==> config.mk <==
export PLATFORM = sky130hd
export DESIGN_NAME = ule4_share_arb
export DESIGN_NICKNAME = d
export VERILOG_FILES = /design/src/rtl/ule4_share_arb.sv
export SDC_FILE = /design/constraint.sdc
export NUM_CORES = 1
export LEC_CHECK = 0
export CAP_MARGIN = 40
export CELL_PAD_IN_SITES_DETAIL_PLACEMENT = 0
export CELL_PAD_IN_SITES_GLOBAL_PLACEMENT = 2
export CORE_ASPECT_RATIO = 0.7
export CORE_MARGIN = 1
export CORE_UTILIZATION = 25
export CTS_CLUSTER_SIZE = 14
export DETAILED_ROUTE_END_ITERATION = 6
export PLACE_DENSITY = 0.82
export SETUP_SLACK_MARGIN = 0.2
export SYNTH_ARGS = -nofsm -noshare
export SYNTH_HDL_FRONTEND = slang
export SYNTH_SLANG_ARGS = --single-unit
==> constraint.sdc <==
create_clock -name CLK -period 2.3 [get_ports CLK]
set_input_delay 0.46 -clock CLK [delete_from_list [all_inputs] [get_ports CLK]]
set_output_delay 0.46 -clock CLK [all_outputs]
set_load 0.1 [all_outputs]
==> src/rtl/ule4_share_arb.sv <==
// Round-robin arbiter that shares one 4-bit unsigned A<=B comparator among N requesters.
// Latency: ACK two cycles after the grant edge, one result per 3 cycles; requesters hold REQ until ACK.

module ule4 (
   input  logic [3:0] i0,
   input  logic [3:0] i1,
   output logic       o
);
   logic [4:0] sum;

   // i1 - i0 with carry-in 1; the carry-out is set exactly when i1 >= i0
   assign sum = {1'b0, i1} + {1'b0, ~i0} + 5'd1;
   assign o   = sum[4];
endmodule

module ule4_share_arb #(
   parameter int N = 4
) (
   input  logic           CLK,
   input  logic           RESETN,
   input  logic [N-1:0]   REQ,
   input  logic [4*N-1:0] A,
   input  logic [4*N-1:0] B,
   output logic [N-1:0]   GNT,
   output logic [N-1:0]   ACK,
   output logic           O,
   output logic           BUSY
);
   localparam int PW = (N > 1) ? $clog2(N) : 1;

   typedef enum logic [1:0] {
      IDLE = 2'd0,
      CMP  = 2'd1,
      RESP = 2'd2
   } state_t;

   state_t        state_q;
   state_t        state_d;
   logic [PW-1:0] ptr;
   logic [PW-1:0] sel;
   logic [PW-1:0] win_idx;
   logic          win_hit;
   logic [3:0]    a_q;
   logic [3:0]    b_q;
   logic          res_q;
   logic          cmp_o;
   logic [N-1:0]  sel_oh;

   ule4 u_ule4 (
      .i0 (a_q),
      .i1 (b_q),
      .o  (cmp_o)
   );

   // first set REQ bit at or above ptr, wrapping round
   always_comb begin
      win_idx = '0;
      win_hit = 1'b0;
      for (int k = 0; k < N; k++) begin
         if (!win_hit && REQ[(int'(ptr) + k) % N]) begin
            win_hit = 1'b1;
            win_idx = PW'((int'(ptr) + k) % N);
         end
      end
   end

   always_ff @(posedge CLK or negedge RESETN) begin
      if (!RESETN) begin
         state_q <= IDLE;
      end else begin
         state_q <= state_d;
      end
   end

   always_comb begin
      state_d = state_q;
      case (state_q)
         IDLE:    if (win_hit) state_d = CMP;
         CMP:     state_d = RESP;
         RESP:    state_d = IDLE;
         default: state_d = IDLE;
      endcase
   end

   always_ff @(posedge CLK or negedge RESETN) begin
      if (!RESETN) begin
         ptr   <= '0;
         sel   <= '0;
         a_q   <= '0;
         b_q   <= '0;
         res_q <= 1'b0;
      end else begin
         case (state_q)
            IDLE: begin
               if (win_hit) begin
                  sel <= win_idx;
                  a_q <= A[4*int'(win_idx) +: 4];
                  b_q <= B[4*int'(win_idx) +: 4];
               end
            end
            CMP:  res_q <= cmp_o;
            RESP: ptr <= (int'(sel) == N-1) ? '0 : sel + PW'(1);
            default: ;
         endcase
      end
   end

   assign sel_oh = {{(N-1){1'b0}}, 1'b1} << sel;
   assign GNT    = (state_q == CMP || state_q == RESP) ? sel_oh : '0;
   assign ACK    = (state_q == RESP) ? sel_oh : '0;
   assign O      = res_q;
   assign BUSY   = (state_q != IDLE);
endmodule

# == Word level (Yosys, flattened, before mapping) ==
# Cells that the tools add are included.
# op_classes
addsub,6
n_lt_le_gt_ge,4
eq_ne,4
shift,3
n_mux,24
n_bitwise,4
reduce_logical,13
# ops
cell,n
$shiftx A16 B5 Y4,2
$lt A3 B4 Y1 const B,3
$mux W2,6
$mux W1,11
$bmux W1 S2,4
$mux W4,2
$reduce_or A2 Y1,3
$add A4 B4 Y5,1
$add A5 B1 Y5 const B,1
$add A2 B1 Y2 const B,2
$add A2 B2 Y2 const B,2
$eq A2 B1 Y1 const B,2
$not A4 Y4,1
$pmux W2 S2,1
$shl A1 B2 Y4 const A,1
$and A1 B1 Y1 const A,3
$logic_and A1 B1 Y1,3
$logic_not A1 Y1,3
$lt A2 B3 Y1 const B,1
$eq A2 B2 Y1 const B,1
$logic_not A2 Y1,1
$ne A2 B2 Y1 const B,1
$reduce_and A2 Y1,1
$reduce_bool A2 Y1,1
$logic_or A1 B1 Y1,1
# word_totals
register_bits,15
input_bits,38
out_inout_bits,10

# == Longest topological paths before layout ==
# Gate-level depths: netlist of run 1.
# logic_depth
ltp_word,16
mapped_depth,7
mapped_depth_nobuf,6

# == Modules after synthesis ==
# From an unflattened synthesis of run 1, not the netlist that was laid out.
# unflattened
cells_unflattened,114
hier_area_um2,1117.3
# modules_own_cells
module,n_inst,cells_each,area_per_inst_um2,seq_area_each_um2
ule4_share_arb,1,103,1033.5,375.4
ule4,1,11,83.8,0.0

# == Worst setup path before layout of run 1 ==
# No wires, ideal clock.
# synth_path
path_type,register to output
start,register state_q[0]
end,output ACK[2]
arrival_time_ns,1.488
path_slack_ns,0.352
stages_incl_launch_ff,4
cell_sequence,dfrtp_1 -> inv_1 -> ha_1 -> and2_1
# synth_between
elab_chain_len,2
# synth_lines
item,line,rtl
"start, declared",37,state_t state_q;
"start signal, assigned",71,state_q <= state_d;
$eq A2 B2 Y1,110,assign ACK = (state_q == RESP) ? sel_oh : '0;
$mux W4,110,
"end, declared",25,"output logic [N-1:0] ACK,"
# No other way between the ends.

# == Worst setup path after layout of run 1 ==
# layout_path
start,input REQ[0]
end,register b_q[0]
# layout_between
elab_chain_len,13
elab_cells_between_ends,27
classes_between,shift: 1; mux: 19; reduce/logical: 7
# layout_lines
item,line,rtl
"start, declared",21,"input logic [N-1:0] REQ,"
$bmux W1 S2,60,if (!win_hit && REQ[(int'(ptr) + k) % N]) begin
$mux W1 (not written as such),60,
$mux W1,60,
$logic_not A1 Y1,60,
$logic_and A1 B1 Y1,60,
$mux W1,60,
$logic_not A1 Y1,60,
$logic_and A1 B1 Y1,60,
$mux W1,60,
$logic_not A1 Y1,60,
$logic_and A1 B1 Y1,60,
$mux W2 or $mux W1 (tied branches),60,
$shiftx A16 B5 Y4 or $reduce_and A2 Y1 (tied branches),n/a,
"end signal, assigned",98,b_q <= B[4*int'(win_idx) +: 4];
"end, declared",44,logic [3:0] b_q;
# Several ways; a longest one is shown, not always the timed one. The select of a mux whose other input is x is not followed.
# A chain may end at the register's enable or synchronous reset.

==> run summary, run 1 <==
CP Max Fanout: 6
initial core utilization: 0.268
Post-Syn Instances: 123
R2R depth: 6
Required @ worst endpoint: 2.43 ns
overall power: 0.00262 W
Diodes inserted: 0
antenna violations before repair: 0
Max VDD drop: 0.000950 V
Post-Syn Area: 1190 um2
vias in the first global route: 1,115
final setup skew: 0.000841 ns
post-CTS setup buffers: 0
share of cells above drive strength 1: 0.169
full die area: 5060 um2
Final Util: 0.436
min-delay worst type: flip-flop to flip-flop
Lkg Pwr: 0.920 nW
# DRC: 2
Mapped Avg Cell Area: 9.70 um2
Tot GR Track Use: 0.136
routed len/inst: 14.2 um
Pre-antenna DRT Iters: 6
setup ws final: 0.256 ns
fmax: 0.489 GHz
syn_nets: 173
worst-case clock buffer depth: 2
CP Capture Type: flip-flop
CTS tree: done
YS warnings: 0
num ports: 48
vias per cell: 4.74
critical path launch point type: input port
routed via count: 1,105
crit path from: REQ[0]
clock network latency to the later pin of the worst-skew pair: 0.24 ns
clk sink count: 15
Hold Path Origin: b_q[0]
Die H: 59.8 um
failing checks: DRC
cell breakdown of the critical path: clkdlybuf4s50_1 -> or3b_4 -> o221ai_4 -> buf_12 -> mux2i_1 -> nor3_1 -> a211o_1
Worst Hold Depth: 1
final non-filler cell total: 233
Max Slew Vio Count: 0
pwr/cell area: 1350 nW/um2
first-pass GRT wire length: 5260 um
register area share after synthesis: 0.314
R2R Path Start: ptr[1]
drt total wl: 3310 um
post-synth cell types: 26
nets: 229
area grow syn2layout: 62.6%
width of the die: 84.6 um
Clk pin slew, worst setup/hold paths: 0.06 ns
clock buffer count from CTS: 3
clock root buffer: clkbuf_8
IO Port Bufs: 47
placed instance count: 228
CP arrival: 2.18 ns
critical path's largest stage delay: 0.47 ns
unrepaired setup endpoints after global routing: no
Final Critical Period: 2.04 ns
fillers: 435
max_cap viols: 0
largest net degree at the start of global routing: 24
Iter 0 DRT Violations: 26
#FFs+latches synth: 15
placed instance area: 1860 um2
worst slew pin tran: 0.673 ns
status: finished with violations
DRT antenna net count: 0
CTS H-tree lvls: 1
grt ovf: 0
design area: 1940 um2
worst rel slew slack: 0.550
CP Class: input port to flip-flop
final hold vios: 0
Detail Placement HPWL: 2640 um
routability cong.: 0.739
core area: 4450 um2
setup violators final: 0
# rows: 20
Final Cycle Share: 0.889
CP max stage cell: clkdlybuf4s50_1
pre-CTS WS: -0.0727 ns
==> registers in the layout, summed over array words and instances, names as in the netlist <==
signal   flops
O            1
a_q          4
b_q          4
ptr          2
sel          2
state_q      2
==> placed cells by master (no fill, tap or decap), drive strengths merged, types with 4 or more instances in the layout <==
master         synthesis  final
clkdlybuf4s50          0     36
ha                    12     12
and2                   8      8
o21ai                  4      4
mux2i                 16     16
nand2                  7      7
inv                   10     10
dfrtp                 15     15
nor3                  16     16
a21oi                  5      5
a211o                  8      8
buf                    5     19
==> cell families (layout without fill, tap and decap cells) <==
kind of cell | count (synthesis) | after routing | share of synthesized area
compound gates | 26 | 26 | 0.172
buf+inv | 15 | 70 | 0.0692
simple gates | 37 | 37 | 0.162
flops | 15 | 15 | 0.314
fa+ha+maj | 12 | 12 | 0.126
mux | 18 | 18 | 0.156
==> synth_stat cells <==
master	number	area [um2]
a211o_1	8	70.1
ha_1	12	150
nand2b_1	3	18.8
nor2_1	1	3.75
mux2_4	1	15.0
dfrtp_1	15	375
a21oi_1	5	25.0
o21ai_0	4	20.0
o31ai_1	1	7.51
and2_1	8	50.1
nor3_1	16	80.1
o221ai_4	1	26.3
buf_1	1	3.75
o22a_2	1	10.0
mux2i_1	16	160
inv_1	10	37.5
nor4_1	1	6.26
a21o_1	3	22.5
a21boi_2	1	11.3
mux2_2	1	11.3
buf_6	1	11.3
buf_2	2	10.0
o22ai_1	2	12.5
buf_12	1	20.0
or3b_1	1	8.76
nand2_1	7	26.3
==> timing repair <==
action                                 in CTS  in global routing
gates resized for setup                     3                  2
cloned                                      1                  0
hold buffers                                0                  0
endpoints found under the hold margin       0                  0
pin swaps                                   0                  1
setup endpoints to repair                   1                  5
==> final timing paths <==
kind,end,slack [ns]
max,b_q[0],0.26
min in group asynchronous,state_q[0],0.62
min reg2reg,b_q[0],0.48
min,b_q[0],0.48
max reg2reg,b_q[0],0.33
max in group asynchronous,ptr[1],1.21
==> per-stage QoR <==
stage	hold slack [ns]	TNS (ns)
floorplan	0.164	0
global placement	0.468	-0.00579
detailed placement	0.467	-0.288
CTS	0.482	0
global route	0.513	0
finish	0.476	0
==> layer usage <==
metal,vias to the layer above,wire length (um),GRT usage
met5,-,0,0
met4,0,4,0.00726
met3,2,158,0.0414
met2,20,1640,0.252
met1,526,1510,0.166
li1,557,-,-
==> worst max-delay path, delay by kind of cell <==
family	cells	cell delay (ns)
compound gates	2	0.39
buf+inv	2	0.65
mux	1	0.21
simple gates	2	0.47
==> layout make-up <==
type | count | area [um2] | share of cell area
clock buffers | 3 | 41.3 | 0.0213
clock inverters | 1 | 5.00 | 0.00258
inverters | 10 | 37.5 | 0.0193
multi-input cells | 93 | 738 | 0.380
flip-flops and latches | 15 | 377 | 0.194
well taps | 55 | 68.8 | 0.0355
repair buffers | 56 | 673 | 0.347
==> power breakdown <==
group / switching, W / internal, W
combinational: 0.00106 / 0.000815
clock: 0.0000913 / 0.000120
sequential: 0.000128 / 0.000401
No activity file was read; power rests on OpenSTA's default activity.
==> inputs of run 2 (changes only) <==
--- a/config.mk
+++ b/config.mk
@@ -10,10 +10,12 @@
 export CELL_PAD_IN_SITES_GLOBAL_PLACEMENT = 2
 export CORE_ASPECT_RATIO = 0.7
 export CORE_MARGIN = 1
-export CORE_UTILIZATION = 25
+export CORE_UTILIZATION = 26
+export CTS_BUF_LIST = sky130_fd_sc_hd__clkbuf_8
 export CTS_CLUSTER_SIZE = 14
 export DETAILED_ROUTE_END_ITERATION = 6
-export PLACE_DENSITY = 0.82
+export PLACE_DENSITY = 0.84
+export REMOVE_ABC_BUFFERS = 1
 export SETUP_SLACK_MARGIN = 0.2
 export SYNTH_ARGS = -nofsm -noshare
 export SYNTH_HDL_FRONTEND = slang
==> run 2 against run 1 <==
Effect of this change: the run now ends clean; cell area rose by 1.3%; count of clock-buffer cells in the layout did not move; sequential share of layout area fell by 0.25 points; wire length is 4.6% lower; register-to-register slack worse by 0.03 ns; flip-flop and latch count unchanged; first-iteration DRC count is 88% higher; fmax grew 2.4%; die area decreased by 3.7%; global-route usage is 0.23 points lower; final cell count grew 1.3%.
==> run summary, run 2 (synthesis gave the netlist of run 1 again) <==
area grow syn2layout: 64.7%
Required @ worst endpoint: 2.42 ns (about the same)
CP Capture Type: flip-flop
Max VDD drop: 0.000781 V (-18%)
routability cong.: 0.786 (+6.4%)
width of the die: 83.0 um (-1.9%)
Lkg Pwr: 0.939 nW (+2.0%)
Final Util: 0.449 (+0.0132)
DRT antenna net count: 0 (unchanged)
status: finished, final reports clean
Hold-fix buffers, CTS: 0 (unchanged)
Iter 0 DRT Violations: 49 (+88%)
share of cells above drive strength 1: 0.177 (+0.00826)
Comb power frac: 0.724 (+0.007)
Clock power frac: 0.078 (-0.003)
Seq pwr share: 0.198 (-0.004)
clk sink count: 15 (unchanged)
design area: 1970 um2 (+1.3%)
final setup skew: 0.00109 ns (+0.000246 ns)
full die area: 4870 um2 (-3.7%)
pwr/cell area: 1330 nW/um2 (-1.7%)
unrepaired setup endpoints after global routing: no
Die H: 58.7 um (-1.9%)
CP Class: flip-flop to flip-flop
vias in the first global route: 1,078 (-3.3%)
Diodes inserted: 0 (unchanged)
first-pass GRT wire length: 5070 um (-3.5%)
Net Sw Frac: 0.482 (-0.00746)
core area: 4380 um2 (-1.7%)
Final Critical Period: 2.00 ns (-0.0472 ns)
fmax: 0.501 GHz (+2.4%)
routed len/inst: 13.4 um (-5.8%)
worst rel slew slack: 0.521 (-0.0290)
clock root buffer: clkbuf_8
vias per cell: 4.67 (-1.6%)
drt total wl: 3160 um (-4.6%)
initial core utilization: 0.273 (+0.00459)
clock network latency to the later pin of the worst-skew pair: 0.24 ns (about the same)
pre-CTS WS: -0.0720 ns (+0.000653 ns)
antenna violations before repair: 0 (unchanged)
setup ws final: 0.303 ns (+0.0472 ns)
CP arrival: 2.12 ns (-0.06 ns)
CTS tree: done
leading registers by flop count: a_q: 4 flops, b_q: 4 flops
Clk pin slew, worst setup/hold paths: 0.06 ns (about the same)
largest net degree at the start of global routing: 25 (+4.2%)
routed via count: 1,101 (-0.36%)
final setup TNS: 0 ns (unchanged)
grt ovf: 0 (unchanged)
Final Cycle Share: 0.868 (-0.0205)
placed instance count: 232 (+1.8%)
post-CTS setup buffers: 0 (unchanged)
Max Slew Vio Count: 0 (unchanged)
most common cell after layout, fill and taps aside: clkdlybuf4s50_1
placed instance area: 1920 um2 (+3.0%)
min-delay worst type: flip-flop to flip-flop
critical path launch point type: flip-flop
worst-case clock buffer depth: 2 (unchanged)
worst slew pin tran: 0.716 ns (+0.0434 ns)
clock buffer count from CTS: 3 (unchanged)
sw power: 0.00126 W (-1.9%)
# rows: 20 (unchanged)
Pre-antenna DRT Iters: 4 (-2)
Detail Placement HPWL: 2590 um (-2.1%)
max_cap viols: 0 (unchanged)
IO Port Bufs: 47 (unchanged)
num ports: 48 (unchanged)
Pint: 0.00135 W (+1.0%)
most frequent cells in the layout: clkdlybuf4s50_1, mux2i_1, nor3_1
Tot GR Track Use: 0.134 (-0.00228)
CP Max Fanout: 8 (+2)
CTS H-tree lvls: 1 (unchanged)
nets: 232 (+1.3%)
final non-filler cell total: 236 (+1.3%)
# DRC: 0 (-2)
final hold vios: 0 (unchanged)
setup violators final: 0 (unchanged)
-- run 2: final timing paths --
path	cells past startpoint	slack [ns]	endpoint	from
worst max-delay path	6	0.30	a_q[3]	ptr[1]
worst min-delay path	1	0.48	b_q[0]	b_q[0]
worst max register to register	6	0.30	a_q[3]	ptr[1]
worst min register to register	1	0.48	b_q[0]	b_q[0]
max in group asynchronous	1	1.16	ptr[1]	RESETN
min in group asynchronous	1	0.64	state_q[1]	RESETN
-- run 2: metal layers --
layer  vias up  wire length [um]  GRT usage
met4         0                27     0.0443
met1       524              1470      0.167
met5         -                 0          0
li1        557                 -          -
met3         2               101     0.0309
met2        18              1550      0.234
-- run 2: what timing repair did --
item,in CTS,in global routing
pin swaps,1,0
endpoints found under the setup margin,5,7
resized for setup,4,1
-- run 2: worst max-delay path, stage by stage, from the launching register on --
cell and delay [ns]:
dfrtp_2 0.48, mux2_4 0.34, o221ai_4 0.33, buf_12 0.17
mux2i_1 0.21, nor3_1 0.06, a211o_1 0.28
-- run 2: layout make-up --
class | count | area [um2]
clock buffers | 3 | 41.3
inverters | 10 | 37.5
fillers | 388 | 2410
multi-input cells | 93 | 738
clock inverters | 1 | 3.75
flip-flops and latches | 15 | 377
well taps | 55 | 68.8
repair buffers | 59 | 699
-- run 2: power groups by stage --
stage / Sequential [W] / Combinational (W) / Clock [W]
6_report: 0.000515 / 0.00189 / 0.000204
5_1_grt: 0.000534 / 0.00202 / 0.000232
4_1_cts: 0.000510 / 0.00191 / 0.000217
3_5_place_dp: 0.000514 / 0.00190 / 0
3_3_place_gp: 0.000505 / 0.00186 / 0
2_1_floorplan: 0.000546 / 0.00112 / 0
-- run 2: per-stage QoR --
step	power [W]	hold WS (ns)
final	0.00261	0.482
after detailed placement	0.00241	0.469
after global placement	0.00236	0.468
after global routing	0.00278	0.526
after CTS	0.00264	0.483
after floorplan	0.00167	0.164
